### src/rtl/pipeline_ctrl_unit_pkg.sv
// Shared definitions for the pipeline control unit.
//   ctrl_t     : 8-bit decoded control bundle carried down the pipeline
//   BUBBLE     : all-zero control bundle loaded on a stall or branch squash
//   fwd_sel_t  : EX operand select (FWD_REG regfile, FWD_WB, FWD_MEM)
package pipeline_ctrl_pkg;

    typedef struct packed {
        logic       branch;
        logic       memread;
        logic       memtoreg;
        logic       memwrite;
        logic       alusrc;
        logic       regwrite;
        logic [1:0] aluop;
    } ctrl_t;

    localparam ctrl_t BUBBLE = '0;

    typedef enum logic [1:0] {
        FWD_REG = 2'b00,
        FWD_WB  = 2'b01,
        FWD_MEM = 2'b10
    } fwd_sel_t;

endpackage

### src/rtl/pipeline_ctrl_unit_if.sv
// ID-stage decode bundle handed from the decoder to the pipeline control unit.
//   master : decoder side, drives the control bits and register fields
//   slave  : pipeline_ctrl_unit side, consumes them
// Parameter REG_ADDR_W : register-address width.
interface pipeline_ctrl_unit_if #(
    parameter int REG_ADDR_W = 5
);
    logic                  id_branch;
    logic                  id_memread;
    logic                  id_memtoreg;
    logic                  id_memwrite;
    logic                  id_alusrc;
    logic                  id_regwrite;
    logic [1:0]            id_aluop;
    logic [REG_ADDR_W-1:0] id_rs1;
    logic [REG_ADDR_W-1:0] id_rs2;
    logic [REG_ADDR_W-1:0] id_rd;

    modport master (
        output id_branch, id_memread, id_memtoreg, id_memwrite,
               id_alusrc, id_regwrite, id_aluop, id_rs1, id_rs2, id_rd
    );

    modport slave (
        input  id_branch, id_memread, id_memtoreg, id_memwrite,
               id_alusrc, id_regwrite, id_aluop, id_rs1, id_rs2, id_rd
    );
endinterface

### src/rtl/pipeline_ctrl_unit_hazard_detect.sv
// Combinational hazard unit: load-use / RAW stall, taken-branch detection
// and EX-stage forwarding selects.
// Build option FORWARDING_EN: when defined, MEM/WB forwarding is active and
// only a load-use stalls; when undefined, forwards are tied to FWD_REG and
// any pending write in EX or MEM to a source register stalls.
// Ports: ex_* / mem_* / wb_* pipeline-register state, id_rs1/id_rs2 from ID;
//        stall, branch_taken, forward_a, forward_b outputs.
module hazard_detect
    import pipeline_ctrl_pkg::*;
#(
    parameter int REG_ADDR_W = 5
) (
    input  logic                  ex_branch,
    input  logic                  ex_zero,
    input  logic                  ex_memread,
`ifndef FORWARDING_EN
    input  logic                  ex_regwrite,
`endif
    input  logic [REG_ADDR_W-1:0] ex_rd,
`ifdef FORWARDING_EN
    input  logic [REG_ADDR_W-1:0] ex_rs1,
    input  logic [REG_ADDR_W-1:0] ex_rs2,
    input  logic                  wb_regwrite,
    input  logic [REG_ADDR_W-1:0] wb_rd,
`endif
    input  logic                  mem_regwrite,
    input  logic [REG_ADDR_W-1:0] mem_rd,
    input  logic [REG_ADDR_W-1:0] id_rs1,
    input  logic [REG_ADDR_W-1:0] id_rs2,
    output logic                  stall,
    output logic                  branch_taken,
    output fwd_sel_t              forward_a,
    output fwd_sel_t              forward_b
);

    // A pending write to a non-zero register that one of the ID sources reads.
    function automatic logic src_hit(
        input logic                  we,
        input logic [REG_ADDR_W-1:0] rd,
        input logic [REG_ADDR_W-1:0] rs1,
        input logic [REG_ADDR_W-1:0] rs2
    );
        return we && (rd != '0) && ((rd == rs1) || (rd == rs2));
    endfunction

`ifdef FORWARDING_EN
    function automatic fwd_sel_t fwd_sel(
        input logic                  mem_we,
        input logic [REG_ADDR_W-1:0] mem_dst,
        input logic                  wb_we,
        input logic [REG_ADDR_W-1:0] wb_dst,
        input logic [REG_ADDR_W-1:0] rs
    );
        if (mem_we && (mem_dst != '0) && (mem_dst == rs)) return FWD_MEM;
        if (wb_we && (wb_dst != '0) && (wb_dst == rs))   return FWD_WB;
        return FWD_REG;
    endfunction
`endif

    logic load_use;

    always_comb begin
        branch_taken = ex_branch & ex_zero;
        load_use     = src_hit(ex_memread, ex_rd, id_rs1, id_rs2);
`ifdef FORWARDING_EN
        stall     = load_use;
        forward_a = fwd_sel(mem_regwrite, mem_rd, wb_regwrite, wb_rd, ex_rs1);
        forward_b = fwd_sel(mem_regwrite, mem_rd, wb_regwrite, wb_rd, ex_rs2);
`else
        stall     = load_use
                  | src_hit(ex_regwrite, ex_rd, id_rs1, id_rs2)
                  | src_hit(mem_regwrite, mem_rd, id_rs1, id_rs2);
        forward_a = FWD_REG;
        forward_b = FWD_REG;
`endif
    end

endmodule

### src/rtl/pipeline_ctrl_unit.sv
// Pipeline control unit for the 5-stage core: carries the decoded control
// bundle and register addresses through ID/EX, EX/MEM and MEM/WB, inserts
// load-use bubbles, flushes on taken branches, drives EX forwarding selects
// and keeps a saturating stall-cycle counter.
// Build option FORWARDING_EN selects forwarding vs. full RAW stalling.
// Ports: clk, reset (sync, active-low), id (decode bundle, slave modport),
//        ex_zero; ex_*/mem_*/wb_* pipeline-register outputs, pc_write,
//        ifid_write, ifid_flush, forward_a/b, stall_count.
module pipeline_ctrl_unit
    import pipeline_ctrl_pkg::*;
#(
    parameter int REG_ADDR_W = 5,
    parameter int CNT_W      = 16
) (
    input  logic                  clk,
    input  logic                  reset,
    pipeline_ctrl_unit_if.slave   id,
    input  logic                  ex_zero,
    output logic                  ex_alusrc,
    output logic                  ex_regwrite,
    output logic                  ex_memread,
    output logic                  ex_memwrite,
    output logic                  ex_memtoreg,
    output logic                  ex_branch,
    output logic [1:0]            ex_aluop,
    output logic                  mem_memread,
    output logic                  mem_memwrite,
    output logic                  wb_memtoreg,
    output logic                  wb_regwrite,
    output logic [REG_ADDR_W-1:0] wb_rd,
    output logic                  pc_write,
    output logic                  ifid_write,
    output logic                  ifid_flush,
    output logic [1:0]            forward_a,
    output logic [1:0]            forward_b,
    output logic [CNT_W-1:0]      stall_count
);

    ctrl_t                 id_ctrl;
    ctrl_t                 idex_ctrl;
    logic [REG_ADDR_W-1:0] idex_rd;
`ifdef FORWARDING_EN
    // Source fields only matter to the forwarding selects.
    logic [REG_ADDR_W-1:0] idex_rs1;
    logic [REG_ADDR_W-1:0] idex_rs2;
`endif
    logic                  exmem_regwrite;
    logic                  exmem_memread;
    logic                  exmem_memwrite;
    logic                  exmem_memtoreg;
    logic [REG_ADDR_W-1:0] exmem_rd;
    logic                  memwb_regwrite;
    logic                  memwb_memtoreg;
    logic [REG_ADDR_W-1:0] memwb_rd;

    logic     stall;
    logic     branch_taken;
    logic     stall_hold;
    fwd_sel_t fwd_a;
    fwd_sel_t fwd_b;

    always_comb begin
        id_ctrl.branch   = id.id_branch;
        id_ctrl.memread  = id.id_memread;
        id_ctrl.memtoreg = id.id_memtoreg;
        id_ctrl.memwrite = id.id_memwrite;
        id_ctrl.alusrc   = id.id_alusrc;
        id_ctrl.regwrite = id.id_regwrite;
        id_ctrl.aluop    = id.id_aluop;
    end

    hazard_detect #(
        .REG_ADDR_W(REG_ADDR_W)
    ) u_hazard (
        .ex_branch   (idex_ctrl.branch),
        .ex_zero     (ex_zero),
        .ex_memread  (idex_ctrl.memread),
`ifndef FORWARDING_EN
        .ex_regwrite (idex_ctrl.regwrite),
`endif
        .ex_rd       (idex_rd),
`ifdef FORWARDING_EN
        .ex_rs1      (idex_rs1),
        .ex_rs2      (idex_rs2),
        .wb_regwrite (memwb_regwrite),
        .wb_rd       (memwb_rd),
`endif
        .mem_regwrite(exmem_regwrite),
        .mem_rd      (exmem_rd),
        .id_rs1      (id.id_rs1),
        .id_rs2      (id.id_rs2),
        .stall       (stall),
        .branch_taken(branch_taken),
        .forward_a   (fwd_a),
        .forward_b   (fwd_b)
    );

    // A taken branch squashes the stalled ID instruction, so it wins.
    assign stall_hold = stall & ~branch_taken;
    assign pc_write   = reset & ~stall_hold;
    assign ifid_write = reset & ~stall_hold;
    assign ifid_flush = reset & branch_taken;
    assign forward_a  = fwd_a;
    assign forward_b  = fwd_b;

    always_ff @(posedge clk) begin
        if (!reset) begin
            idex_ctrl      <= BUBBLE;
            idex_rd        <= '0;
            exmem_regwrite <= 1'b0;
            exmem_memread  <= 1'b0;
            exmem_memwrite <= 1'b0;
            exmem_memtoreg <= 1'b0;
            exmem_rd       <= '0;
            memwb_regwrite <= 1'b0;
            memwb_memtoreg <= 1'b0;
            memwb_rd       <= '0;
        end else begin
            // Bubble clears only the control bits; register fields still move.
            idex_ctrl      <= (stall | branch_taken) ? BUBBLE : id_ctrl;
            idex_rd        <= id.id_rd;
            exmem_regwrite <= idex_ctrl.regwrite;
            exmem_memread  <= idex_ctrl.memread;
            exmem_memwrite <= idex_ctrl.memwrite;
            exmem_memtoreg <= idex_ctrl.memtoreg;
            exmem_rd       <= idex_rd;
            memwb_regwrite <= exmem_regwrite;
            memwb_memtoreg <= exmem_memtoreg;
            memwb_rd       <= exmem_rd;
        end
    end

`ifdef FORWARDING_EN
    always_ff @(posedge clk) begin
        if (!reset) begin
            idex_rs1 <= '0;
            idex_rs2 <= '0;
        end else begin
            idex_rs1 <= id.id_rs1;
            idex_rs2 <= id.id_rs2;
        end
    end
`endif

    always_ff @(posedge clk) begin
        if (!reset) begin
            stall_count <= '0;
        end else if (stall_hold && (stall_count != '1)) begin
            stall_count <= stall_count + 1'b1;
        end
    end

    assign ex_alusrc    = idex_ctrl.alusrc;
    assign ex_regwrite  = idex_ctrl.regwrite;
    assign ex_memread   = idex_ctrl.memread;
    assign ex_memwrite  = idex_ctrl.memwrite;
    assign ex_memtoreg  = idex_ctrl.memtoreg;
    assign ex_branch    = idex_ctrl.branch;
    assign ex_aluop     = idex_ctrl.aluop;
    assign mem_memread  = exmem_memread;
    assign mem_memwrite = exmem_memwrite;
    assign wb_memtoreg  = memwb_memtoreg;
    assign wb_regwrite  = memwb_regwrite;
    assign wb_rd        = memwb_rd;

endmodule
### src/flat_wrapper.sv
// flat-port wrapper written by rule: the top's interface ports become plain ports
module pipeline_ctrl_unit_flat import pipeline_ctrl_pkg::*;
#(
    parameter int REG_ADDR_W = 5,
    parameter int CNT_W      = 16
)
  (clk, reset, ex_zero, ex_alusrc, ex_regwrite, ex_memread, ex_memwrite, ex_memtoreg, ex_branch, ex_aluop, mem_memread, mem_memwrite, wb_memtoreg, wb_regwrite, wb_rd, pc_write, ifid_write, ifid_flush, forward_a, forward_b, stall_count, id_id_branch, id_id_memread, id_id_memtoreg, id_id_memwrite, id_id_alusrc, id_id_regwrite, id_id_aluop, id_id_rs1, id_id_rs2, id_id_rd);
  pipeline_ctrl_unit_if #(.REG_ADDR_W(REG_ADDR_W)) id_i ();
  input  logic clk;
  input  logic reset;
  input  logic ex_zero;
  output logic ex_alusrc;
  output logic ex_regwrite;
  output logic ex_memread;
  output logic ex_memwrite;
  output logic ex_memtoreg;
  output logic ex_branch;
  output logic [1:0] ex_aluop;
  output logic mem_memread;
  output logic mem_memwrite;
  output logic wb_memtoreg;
  output logic wb_regwrite;
  output logic [REG_ADDR_W-1:0] wb_rd;
  output logic pc_write;
  output logic ifid_write;
  output logic ifid_flush;
  output logic [1:0] forward_a;
  output logic [1:0] forward_b;
  output logic [CNT_W-1:0] stall_count;
  input wire logic [$bits(id_i.id_branch)-1:0] id_id_branch;
  input wire logic [$bits(id_i.id_memread)-1:0] id_id_memread;
  input wire logic [$bits(id_i.id_memtoreg)-1:0] id_id_memtoreg;
  input wire logic [$bits(id_i.id_memwrite)-1:0] id_id_memwrite;
  input wire logic [$bits(id_i.id_alusrc)-1:0] id_id_alusrc;
  input wire logic [$bits(id_i.id_regwrite)-1:0] id_id_regwrite;
  input wire logic [$bits(id_i.id_aluop)-1:0] id_id_aluop;
  input wire logic [$bits(id_i.id_rs1)-1:0] id_id_rs1;
  input wire logic [$bits(id_i.id_rs2)-1:0] id_id_rs2;
  input wire logic [$bits(id_i.id_rd)-1:0] id_id_rd;
  assign id_i.id_branch = id_id_branch;
  assign id_i.id_memread = id_id_memread;
  assign id_i.id_memtoreg = id_id_memtoreg;
  assign id_i.id_memwrite = id_id_memwrite;
  assign id_i.id_alusrc = id_id_alusrc;
  assign id_i.id_regwrite = id_id_regwrite;
  assign id_i.id_aluop = id_id_aluop;
  assign id_i.id_rs1 = id_id_rs1;
  assign id_i.id_rs2 = id_id_rs2;
  assign id_i.id_rd = id_id_rd;
  pipeline_ctrl_unit #(.REG_ADDR_W(REG_ADDR_W), .CNT_W(CNT_W)) u_core (.clk(clk), .reset(reset), .id(id_i), .ex_zero(ex_zero), .ex_alusrc(ex_alusrc), .ex_regwrite(ex_regwrite), .ex_memread(ex_memread), .ex_memwrite(ex_memwrite), .ex_memtoreg(ex_memtoreg), .ex_branch(ex_branch), .ex_aluop(ex_aluop), .mem_memread(mem_memread), .mem_memwrite(mem_memwrite), .wb_memtoreg(wb_memtoreg), .wb_regwrite(wb_regwrite), .wb_rd(wb_rd), .pc_write(pc_write), .ifid_write(ifid_write), .ifid_flush(ifid_flush), .forward_a(forward_a), .forward_b(forward_b), .stall_count(stall_count));
endmodule
### config.mk
export PLATFORM = sky130hd
export DESIGN_NAME = pipeline_ctrl_unit_flat
export DESIGN_NICKNAME = d
export VERILOG_FILES = /design/src/rtl/pipeline_ctrl_unit_pkg.sv /design/src/rtl/pipeline_ctrl_unit_if.sv /design/src/rtl/pipeline_ctrl_unit_hazard_detect.sv /design/src/rtl/pipeline_ctrl_unit.sv /design/src/flat_wrapper.sv
export SDC_FILE = /design/constraint.sdc
export NUM_CORES = 1
export LEC_CHECK = 0
export BUFFER_PORTS_ARGS = -buffer_cell sky130_fd_sc_hd__buf_2
export CAP_MARGIN = 40
export CORE_MARGIN = 5
export CORE_UTILIZATION = 49
export CTS_CLUSTER_DIAMETER = 120
export DETAILED_ROUTE_END_ITERATION = 6
export GPL_TIMING_DRIVEN = 0
export PLACE_DENSITY = 0.84
export RECOVER_POWER = 50
export SYNTH_ARGS = -nofsm -noshare
export SYNTH_HDL_FRONTEND = slang
export SYNTH_SLANG_ARGS = --single-unit
export TNS_END_PERCENT = 30
### constraint.sdc
create_clock -name clk -period 2.95 [get_ports clk]
set_input_delay 0.4425 -clock clk [delete_from_list [all_inputs] [get_ports clk]]
set_output_delay 0.4425 -clock clk [all_outputs]
set_load 0.03 [all_outputs]
# After elaboration in Yosys (flattened, before gate mapping)
# Index checks and enable logic that the tools add are counted.
# op_classes
n_addsub	1
n_eq_ne	5
bitwise_logic	10
reduce_logical	12
# op_table
operator	n
$eq A5 B5 Y1	4
$add A16 B1 Y16 const B	1
$ne A16 B16 Y1 const B	1
$reduce_bool A5 Y1	2
$logic_and A1 B1 Y1	7
$and A1 B1 Y1	4
$not A1 Y1	3
$or A1 B1 Y1	3
$logic_or A1 B1 Y1	2
$reduce_or A2 Y1	1
# totals
regBits	45
inputBits	26
word_cells	45

# Logic depth before layout (Yosys ltp)
# depth
word_depth	8
mapped_depth	8

# By module
# A second synthesis with hierarchy kept.
# hier_totals
cells_unflattened	206
hier_area_um2	1930.6
# modules_own_cells
module	instances	cells_per_inst	area_each_um2	seq_area_each_um2
pipeline_ctrl_unit	1	165	1632.8	900.9
hazard_detect	1	41	297.8	0.0

# Worst setup path before layout
# Ideal clock, no wire load.
# synth_timing
kind	register to output
from	register u_core.exmem_rd[1]
to	output port pc_write
t_arrival_ps	2100
path_slack_ps	408
stages_incl_launch_ff	8
path_cell_list	dfxtp_1 or4_1 o21a_1 and2_4 a32oi_4 buf_6 and2_1 buf_4
# synth_via
elab_chain_cells	7
# synth_rtl
item	line_no	source
from (decl)	pipeline_ctrl_unit.sv:51	logic [REG_ADDR_W-1:0] exmem_rd;
from (signal assigned)	pipeline_ctrl_unit.sv:126	exmem_rd <= idex_rd;
$eq A5 B5 Y1 or $reduce_bool A5 Y1 (tied branches)	pipeline_ctrl_unit_hazard_detect.sv:43	return we && (rd != '0) && ((rd == rs1) || (rd == rs2));
$logic_or A1 B1 Y1 or $logic_and A1 B1 Y1 (tied branches)	pipeline_ctrl_unit_hazard_detect.sv:43	
$logic_and A1 B1 Y1 (*)	pipeline_ctrl_unit_hazard_detect.sv:43	
$or A1 B1 Y1 (*)	pipeline_ctrl_unit_hazard_detect.sv:72	| src_hit(mem_regwrite, mem_rd, id_rs1, id_rs2);
$and A1 B1 Y1 (*)	pipeline_ctrl_unit.sv:99	assign stall_hold = stall & ~branch_taken;
$not A1 Y1 (*)	--	
$and A1 B1 Y1 (*)	--	
to (decl)	flat_wrapper.sv:24	output logic pc_write;
# Mark *: on every way between the ends. The rest lies on a longest branch, timed or not.

# Final worst setup path
# layout_timing
from	register u_core.exmem_rd[1]
to	output port pc_write
# layout_via
elab_chain_cells	7
# layout_rtl
item	line_no	source
$eq A5 B5 Y1 or $reduce_bool A5 Y1 (tied branches)	pipeline_ctrl_unit_hazard_detect.sv:43	
$logic_or A1 B1 Y1 or $logic_and A1 B1 Y1 (tied branches)	pipeline_ctrl_unit_hazard_detect.sv:43	
$logic_and A1 B1 Y1 (*)	pipeline_ctrl_unit_hazard_detect.sv:43	
$or A1 B1 Y1 (*)	pipeline_ctrl_unit_hazard_detect.sv:72	
$and A1 B1 Y1 (*)	pipeline_ctrl_unit.sv:99	
$not A1 Y1 (*)	pipeline_ctrl_unit.sv:100	assign pc_write = reset & ~stall_hold;
$and A1 B1 Y1 (*)	pipeline_ctrl_unit.sv:100	
# Marked as above.

==> run summary <==
Initial antenna violation count: 0
Yosys Warn Count: 0
Vias post-DR: 1722
Register bit count reported by yosys: 45
PD cells: 508.1 nW/um^2
Post-synth EDFFs: 0
I/O pin count: 66
Cts bufs inserted: 5
Outcome: completed
N_diodes: 0
CTS tree: yes
Critical Path AT: 2.31 ns
H-tree depth: 2
Num rows: 23
Vias in the first global route: 1610
Maximum clock frequency: 0.3628 GHz
Top post-synthesis cells by area: dfxtp_1, and2_1, xnor2_1
Pint: 0.9380 mW
Max_slew headroom: 49.95%
Hold Vio Cnt, Final: 0
Req. time, crit path: 2.51 ns
Sw frac: 24.49%
Max FO, Critical Path: 10
CTS max path bufs: 2
Largest net degree at the start of global routing: 16
Logic gate share of total power: 11.4%
Nets: 306
DRT Pass-1 Iters: 4
Setup CP Type: reg2out
Reg power frac: 51.5%
Setup TNS: 0 ns
First-pass GRT wire length: 7445 um
Sink Count: 45
Mapped cell area: 1968 um^2
Final Slew Violations: 0
Synth area leader: dfxtp_1
Share of the synthesized area in the top cell type: 45.77%
Worst Max-Slew Pin Slew: 0.7508 ns
Initial DRC Count: 101
DRC viols: 0
Post-CTS sizing: 0
Remaining Overflow, GRT: 0
Gr usage total: 17.43%
Startpoint types: flip-flop
Port-buffer cells: 61
Area grow syn2layout: 24.22%
Most frequent cells in the layout: dfxtp_1, buf_2, clkbuf_1
Worst reg-to-reg path cell count: 8
R2r startpoint: u_core.stall_count[3]
Die width: 73.38 um
Total Wirelength: 4453 um
DR WL/cell: 13.49 um
Ys flop type: dfxtp_1
Part of the cycle the worst path needs: 93.45%
Root Buffer: clkbuf_8
# Post-CTS Setup Buffers: 0
Worst hold path type: in2reg
LEAKAGE: 0.9417 nW
Setup Viol. Count Final: 0
Critical Path Source: u_core.exmem_rd[1]
Sw Pwr: 0.3043 mW
Avg Cell Area, Syn: 9.508 um^2
Share of cells above drive strength 1: 22.86%
Initial core utilization: 49.92%
Clock skew: 0.004414 ns
Tot Pwr: 1.242 mW
Gpl congestion: 0.8168
Post-route antenna net violation count: 0
Hold_buf cts: 0
Core ar.: 3943 um^2
Hold Crit Start: id_id_branch
Post-DR vias/cell: 5.218
Max-cap violations: 0
Commonest non-fill, non-tap cell in the layout: dfxtp_1
Peak supply drop: 0.0003610 V
Worst skew pair latency: 0.29 ns
Final core occ: 62.01%
WHS Path Cells: 2
Crit end category: primary output
Clock Power Share: 37.2%
Unique masters post-synth: 35
Hpwl dp: 3403 um
Syn Inst Count: 207
Reg clk slew, reported paths: 0.09 ns
RSZ-0062 raised after global routing: false
Die area: 5384 um^2
Asr flop ratio synth: 0%
Register area share after synthesis: 45.77%
Chip Height: 73.38 um
Min Tclk post-route: 2.757 ns
==> stage by stage <==
stage          worst slack, ns  instance area, um^2  instances  hold WS (ns)
2_1_floorplan           0.4079                 1979        210        0.4119
3_3_place_gp            0.3987                 2347        321        0.4242
3_5_place_dp            0.4020                 2347        321        0.4227
4_1_cts                0.06028                 2462        329        0.3397
5_1_grt                0.05528                 2445        330        0.3389
6_report                0.1934                 2445        330        0.3468
==> final timing paths <==
| path | slack (ns) | to |
|---|---|---|
| min | 0.35 | u_core.ex_branch |
| max | 0.19 | pc_write |
| max reg2reg | 0.62 | u_core.stall_count[0] |
| min reg2reg | 0.44 | u_core.wb_memtoreg |
==> kinds of logic after synthesis <==
| kind of cell | Yosys count | synth area share [%] |
|---|---|---|
| flops | 45 | 45.77 |
| xor+xnor | 20 | 8.900 |
| compound gates | 38 | 13.54 |
| buf+inv | 17 | 5.086 |
| fa+ha+maj | 1 | 0.6356 |
| other cells | 1 | 0.1905 |
| simple gates | 85 | 25.87 |
==> power groups by stage <==
stage | clock network, mW | logic [mW] | registers (mW)
after detailed placement | 0 | 0.145 | 0.653
after CTS | 0.472 | 0.146 | 0.639
after global routing | 0.502 | 0.156 | 0.643
after floorplan | 0 | 0.0766 | 0.673
after global placement | 0 | 0.144 | 0.652
final | 0.462 | 0.141 | 0.639
==> cell usage after synthesis (3+ instances only) <==
library cell  instances
nor2_1                3
nand2_1               9
or3_1                 5
xnor2_1              20
or4_1                10
o21ai_0               6
nand4_1               7
and3_1                3
buf_4                 5
nand3_1              10
dfxtp_1              45
clkbuf_1              5
a21oi_1              14
and2_1               32
o31ai_1               8
==> critical path, stage by stage, from the launching register on <==
cell and delay [ns]:
dfxtp_1 0.36, or4_1 0.53, o21a_1 0.20, and2_4 0.16
a32oi_4 0.17, buf_6 0.17, and2_1 0.14, buf_4 0.10
buf_2 0.18
==> state kept, by name (all words and copies together), names as in the netlist <==
| signal | flops |
|---|---|
| u_core.ex_aluop | 2 |
| u_core.ex_alusrc | 1 |
| u_core.ex_branch | 1 |
| u_core.ex_memread | 1 |
| u_core.ex_memtoreg | 1 |
| u_core.ex_memwrite | 1 |
| u_core.ex_regwrite | 1 |
| u_core.exmem_memtoreg | 1 |
| u_core.exmem_rd | 5 |
| u_core.exmem_regwrite | 1 |
| u_core.idex_rd | 5 |
| u_core.mem_memread | 1 |
| u_core.mem_memwrite | 1 |
| u_core.stall_count | 16 |
| u_core.wb_memtoreg | 1 |
| u_core.wb_rd | 5 |
| u_core.wb_regwrite | 1 |
==> layer usage <==
metal  track usage, %  part of all wire [%]
met4            5.433                   1.9
met2            27.01                    47
met1            23.62                    42
met3            4.788                   9.3
met5                0                     0
==> area by class of cell <==
cell class / count / area (um^2)
fillers: 354 / 1498
flip-flops and latches: 45 / 900.9
well taps: 50 / 62.56
repair buffers: 62 / 287.8
multi-input cells: 148 / 978.4
inverters: 2 / 7.507
clock inverters: 3 / 46.29
clock buffers: 5 / 68.82
plain buffers: 15 / 92.59
(Power assumes the default switching activity.)
